--- src/rtl/shift_reg_sequencer.sv ---
// Sequencer for an external 4-bit load/shift-right register: loads a word, issues k shift
// pulses while streaming the shifted-out bits, then captures the final contents.
// Requires 2**CNT_W > WIDTH so the clamped count fits in cnt.
module shift_reg_sequencer #(
    parameter int WIDTH = 4,
    parameter int CNT_W = 3
) (
    input  logic             CLK,
    input  logic             RST,
    input  logic             start,
    input  logic [WIDTH-1:0] din,
    input  logic [CNT_W-1:0] shamt,
    output logic [WIDTH-1:0] reg_d,
    output logic             reg_load,
    output logic             reg_sh,
    input  logic [WIDTH-1:0] reg_q,
    output logic             serial_out,
    output logic             serial_valid,
    output logic [WIDTH-1:0] result,
    output logic             busy,
    output logic             done
);

    typedef enum logic [2:0] {
        IDLE    = 3'd0,
        LOAD    = 3'd1,
        SHIFT   = 3'd2,
        CAPTURE = 3'd3,
        DONE    = 3'd4
    } state_t;

    state_t           state, state_nxt;
    logic [CNT_W-1:0] cnt;
    logic [CNT_W-1:0] k_clamp;
    logic [WIDTH-1:0] d_lat;

    // Shifting more than WIDTH times gives the same all-zero word, so cap the pulse count.
    assign k_clamp = (shamt > CNT_W'(WIDTH)) ? CNT_W'(WIDTH) : shamt;

    always_ff @(posedge CLK or posedge RST) begin
        if (RST) begin
            state <= IDLE;
        end else begin
            state <= state_nxt;
        end
    end

    always_ff @(posedge CLK or posedge RST) begin
        if (RST) begin
            cnt    <= '0;
            d_lat  <= '0;
            result <= '0;
        end else begin
            case (state)
                IDLE: begin
                    if (start) begin
                        d_lat <= din;
                        cnt   <= k_clamp;
                    end
                end
                SHIFT:   cnt    <= cnt - CNT_W'(1);
                CAPTURE: result <= reg_q;
                default: ;
            endcase
        end
    end

    always_comb begin
        state_nxt    = state;
        reg_d        = d_lat;
        reg_load     = 1'b0;
        reg_sh       = 1'b0;
        serial_out   = 1'b0;
        serial_valid = 1'b0;
        busy         = 1'b1;
        done         = 1'b0;
        case (state)
            IDLE: begin
                busy = 1'b0;
                if (start) state_nxt = LOAD;
            end
            LOAD: begin
                reg_load  = 1'b1;
                state_nxt = (cnt == '0) ? CAPTURE : SHIFT;
            end
            SHIFT: begin
                reg_sh       = 1'b1;
                serial_valid = 1'b1;
                serial_out   = reg_q[0];
                // cnt never reaches 0 here; <= 1 keeps a corrupted count from wrapping.
                if (cnt <= CNT_W'(1)) state_nxt = CAPTURE;
            end
            CAPTURE: state_nxt = DONE;
            DONE: begin
                done      = 1'b1;
                state_nxt = IDLE;
            end
            default: begin
                busy      = 1'b0;
                state_nxt = IDLE;
            end
        endcase
    end

endmodule

--- config.mk ---
export PLATFORM = sky130hd
export DESIGN_NAME = shift_reg_sequencer
export DESIGN_NICKNAME = d
export VERILOG_FILES = /design/src/rtl/shift_reg_sequencer.sv
export SDC_FILE = /design/constraint.sdc
export NUM_CORES = 1
export LEC_CHECK = 0
export CORE_ASPECT_RATIO = 0.75
export CORE_UTILIZATION = 30
export CTS_BUF_LIST = sky130_fd_sc_hd__clkbuf_16
export DETAILED_ROUTE_END_ITERATION = 12
export PLACE_DENSITY = 0.68
export SLEW_MARGIN = 20
export SYNTH_ARGS = -nofsm -noshare
export SYNTH_HDL_FRONTEND = slang
export SYNTH_SLANG_ARGS = --single-unit
--- constraint.sdc ---
create_clock -name CLK -period 1.6 [get_ports CLK]
set_input_delay 0.32 -clock CLK [delete_from_list [all_inputs] [get_ports CLK]]
set_output_delay 0.32 -clock CLK [all_outputs]
set_load 0.02 [all_outputs]
Yosys cells after proc, flatten, opt, wreduce, memory -nomap -nowiden
Index checks and enable logic that the tools add are counted.

Output and inout bits: 14. Register bits: 14. Bits of input ports: 14. Word-level logic and storage cells: 32.

Multiplexer cells: 12. Reduce and logical (&&, ||, !) cells: 7. Magnitude comparators: 2. Equality and inequality tests: 6. $add $sub $neg: 1.

Operators with widths (count): 3-bit two-way mux (4); 3-bit one-hot mux with 4 select lines (1); 3-bit by 2-bit equality test with 1-bit output, second input constant (2); 3-bit logical NOT (2); 1-bit two-way mux (6); 3-bit one-hot mux with 2 select lines (1); 2-bit AND reduction (3); 2-bit inequality test, second input constant (2); 4-bit OR reduction (1); 3-bit by 1-bit equality test with 1-bit output, second input constant (1); 3-bit equality test, second input constant (1); 3-bit greater-than comparator, second input constant (1); 3-bit by 1-bit <= comparator with 1-bit output, second input constant (1); 3-bit by 1-bit subtractor with 3-bit output, second input constant (1); 2-bit nonzero test (1).

Depth between registers and ports, before layout
Depth in word-level cells: 4. Mapped depth: 5. Mapped depth without buffers: 5.

Least setup slack after synthesis
OpenSTA, ideal clock, no wires.

Kind: register to output. Start point: register state[2]. End point: output serial_out. Buffers on the path: 1. Cell stages (with the launch flop): 4. Data required time: 1.280 ns. Arrival: 1.353 ns. Path slack: -0.073 ns. Cell sequence: dfrtp_1 buf_6 nor3b_2 and2_1.

Word-level cells in the longest chain between the ends: 2.

Ends and longest elaborated chain: start: declaration (line 32) `state_t state, state_nxt;`; start signal: assignment (line 44) `state <= state_nxt;`; 3-bit by 2-bit equality test with 1-bit output (line 77) `case (state)`; 1-bit two-way mux (line 77); end: declaration (line 17) `output logic serial_out,`.

Every way passes these cells.

Final worst setup path
Start point: register state[2]. End point: output busy.

Word-level cells in the longest chain between the ends: 3. Elaborated cells between the ends (all ways): 6. Those cells by class: eq/ne (4); mux (1); reduce/logical (1).

Ends and longest elaborated chain: 3-bit by 2-bit equality test with 1-bit output, or another cell as far along (line 77); 4-bit OR reduction (no source line) *; 1-bit two-way mux * (line 77); end: declaration (line 20) `output logic busy,`.

Every way passes the cells marked *; elsewhere a longest branch is shown, timed or not.

==> insert_results.sql <==
INSERT INTO impl_metrics (metric_group, metric, value, unit) VALUES
('place', 'placement.setup.worst_slack', '-0.2121', 'ns'),
('sta', 'clock.fmax', '643.8', 'MHz'),
('layout', 'num_antenna_cells', '0', ''),
('clocking', 'cts_num_sinks', '14', ''),
('layout', 'finish.cell_count_without_fillers', '122', ''),
('sta', 'max-slew-margin-rel', '66.99', '%'),
('sta', 'fin_worst_skew', '0.002658', 'ns'),
('critical_path', 'required', '1.28', 'ns'),
('synthesis', 'synth_top_cell_area_share', '48.53', '%'),
('floorplanning', 'die_area', '2609', 'sq um'),
('layout', 'finalNetCount', '109', ''),
('place', 'dpl_cell_area', '1060', 'sq um'),
('floorplanning', 'design.core.area', '2137', 'sq um'),
('synthesis', 'synth.cell_area', '721.9', 'sq um'),
('place', 'dp_hpwl', '1126', 'um'),
('layout', 'proportion_of_layout_cells_with_a_drive_suffix_above_1', '37.78', '%'),
('synthesis', 'cell_count_after_synthesis', '57', ''),
('pwr', 'combinational_share_of_power', '53.4', '%'),
('critical_path', 'timing.reg2reg.worst_path_depth', '4', ''),
('critical_path', 'worst_path_largest_cell_delay', '0.44', 'ns'),
('clocking', 'clock_edge_transition_at_the_registers_on_the_reported_setup_and_hold_paths', '0.04', 'ns'),
('critical_path', 'critical_path.cell_chain', 'buf_4 > xnor2_1 > clkdlybuf4s15_2', ''),
('outcome', 'outcome', 'complete, no violations', ''),
('grt', 'grt_start_max_net_pins', '15', ''),
('critical_path', 'rrSetupSlack', '0.09', 'ns'),
('critical_path', 'path_max_fanout', '5', ''),
('synthesis', 'synth.top_cells.by_area', 'sky130_fd_sc_hd__dfrtp_1 49%, sky130_fd_sc_hd__mux2_2 12%, sky130_fd_sc_hd__ha_1 5.2%', ''),
('synthesis', 'synth_enable_flop_cells', '0', ''),
('clocking', 'worst_skew_pair.late_latency', '0.24', 'ns'),
('floorplanning', 'fp.dieW', '58.65', 'um'),
('routing', 'routedWlPerCell', '11.98', 'um'),
('critical_path', 'critical_path_class', 'reg2out', ''),
('pwr', 'p_switching', '0.8644', 'mW'),
('critical_path', 'critical_path_cell_count', '3', ''),
('pwr', 'clockPowerShare', '18.4', '%'),
('layout', 'syn_to_final_growth', '57.71', '%'),
('synthesis', 'synth_top_cells_by_count', '14 x sky130_fd_sc_hd__dfrtp_1, 8 x sky130_fd_sc_hd__mux2_2, 4 x sky130_fd_sc_hd__inv_1', ''),
('sta', 'finalCritPeriodShare', '97.08', '%'),
('synthesis', 'netlist.top_cell.by_area', 'sky130_fd_sc_hd__dfrtp_1', ''),
('grt', 'grt_overflow_total', '0', ''),
('pwr', 'sequential_fraction_of_design_power', '28.3', '%'),
('clocking', 'tritoncts', 'built', ''),
('clocking', 'hold_buffers', '0', ''),
('sta', 'post-route-worst-setup-slack', '0.04672', 'ns'),
('sta', 'hold-worst-slack', '0.4052', 'ns'),
('hold_path', 'hold_class', 'in2async', ''),
('routing', 'drt_first_pass_iters', '2', ''),
('pwr', 'max-vdd-ir-drop', '1069', 'uV'),
('sta', 'worst_slew_pin_slew', '0.4946', 'ns'),
('grt', 'grt_antenna_before_repair', '0', ''),
('sta', 'setup_repair_after_global_routing_missed_its_margin', 'no', ''),
('clocking', 'cts_bufs_inserted', '3', ''),
('routing', 'drt_iter0_drc', '14', ''),
('place', 'finalWeightedCongestion', '0.7150', ''),
('floorplanning', 'die_h', '44.49', 'um'),
('pwr', 'power_density', '2146', 'nW/um^2'),
('synthesis', 'avgSynthCellArea', '12.67', 'sq um'),
('synthesis', 'synth-seq-cells', '14', ''),
('place', 'dp.cells', '119', ''),
('synthesis', 'yosys_most_used_dff', 'sky130_fd_sc_hd__dfrtp_1', ''),
('critical_path', 'path_buf_inv', '2', ''),
('layout', 'design_area', '1139', 'sq um'),
('pwr', 'internal_power', '1.579', 'mW'),
('synthesis', 'synth.yosys.seq_area_share', '48.53', '%'),
('floorplanning', 'floorplan.initialDensity', '33.78', '%'),
('clocking', 'post_cts_repair_setup_buffers', '0', ''),
('floorplanning', 'floorplan.io_pins', '28', ''),
('synthesis', 'ys_async_sr_fraction', '100.0', '%'),
('sta', 'clock_period_minus_worst_slack', '1.553', 'ns'),
('routing', 'post_drt_via_cell_ratio', '4.336', ''),
('sta', 'setup-tns-final', '0', 'ns');
## per-layer routing
layer,GRT usage [%],up-vias,routed length (um)
met1,15.33,248,675
met5,0,-,0
met4,5.714,0,4
met2,21.61,13,723
met3,2.632,2,59
li1,-,266,-
## cells by family after synthesis
logic type | after synthesis | share of synthesized area (%)
simple gates | 15 | 17.33
flops | 14 | 48.53
buf+inv | 8 | 6.410
mux | 8 | 12.48
compound gates | 7 | 7.625
fa+ha+maj | 3 | 5.200
xor+xnor | 2 | 2.427
## area by class of cell
class / instances / area [sq um]
clock buffer: 3 / 75.07
fill: 201 / 998.5
inverter: 4 / 15.01
multi-input combinational: 35 / 339.1
sequential: 14 / 354.1
tap: 32 / 40.04
timing repair buffer: 34 / 315.3
## repair_timing
action,4_1_cts,5_1_grt
gates resized for setup,25,4
endpoints found under the hold margin,0,0
setup endpoints to repair,6,3
pin swaps,1,0
## worst max-delay path by stage
stage / endpoint / slack (ns)
after floorplan: serial_out / 0.07
after global placement: serial_out / -0.21
after detailed placement: serial_out / -0.21
after CTS: busy / 0.01
after global routing: busy / 0.01
final: busy / 0.05
## registers in the layout, summed over array words and instances, names as in the netlist
signal	count
reg_d	4
cnt	3
result	4
state	3
## cell usage in the layout, fill, tap and decap left out, types with 3 or more instances in the layout
| cell | n |
|---|---|
| sky130_fd_sc_hd__buf_2 | 3 |
| sky130_fd_sc_hd__clkbuf_16 | 3 |
| sky130_fd_sc_hd__mux2_2 | 8 |
| sky130_fd_sc_hd__inv_1 | 4 |
| sky130_fd_sc_hd__dfrtp_2 | 3 |
| sky130_fd_sc_hd__buf_4 | 6 |
| sky130_fd_sc_hd__clkdlybuf4s50_1 | 21 |
| sky130_fd_sc_hd__ha_1 | 3 |
| sky130_fd_sc_hd__dfrtp_1 | 11 |
| sky130_fd_sc_hd__clkdlybuf4s15_2 | 3 |
## power by group through the flow
stage | clock network (mW) | registers, mW | logic (mW)
6_report | 0.448 | 0.691 | 1.30
5_1_grt | 0.473 | 0.714 | 1.40
4_1_cts | 0.456 | 0.683 | 1.31
3_5_place_dp | 0 | 0.675 | 1.35
3_3_place_gp | 0 | 0.665 | 1.31
2_1_floorplan | 0 | 0.751 | 0.710
## per-stage QoR
stage               total power, mW  utilization [%]
floorplan                     1.461                -
global placement              1.977            49.59
detailed placement            2.021            49.59
CTS                           2.452            52.87
global route                  2.589            53.28
finish                        2.443            53.28
Note: power is estimated with default switching activity, not from simulation.
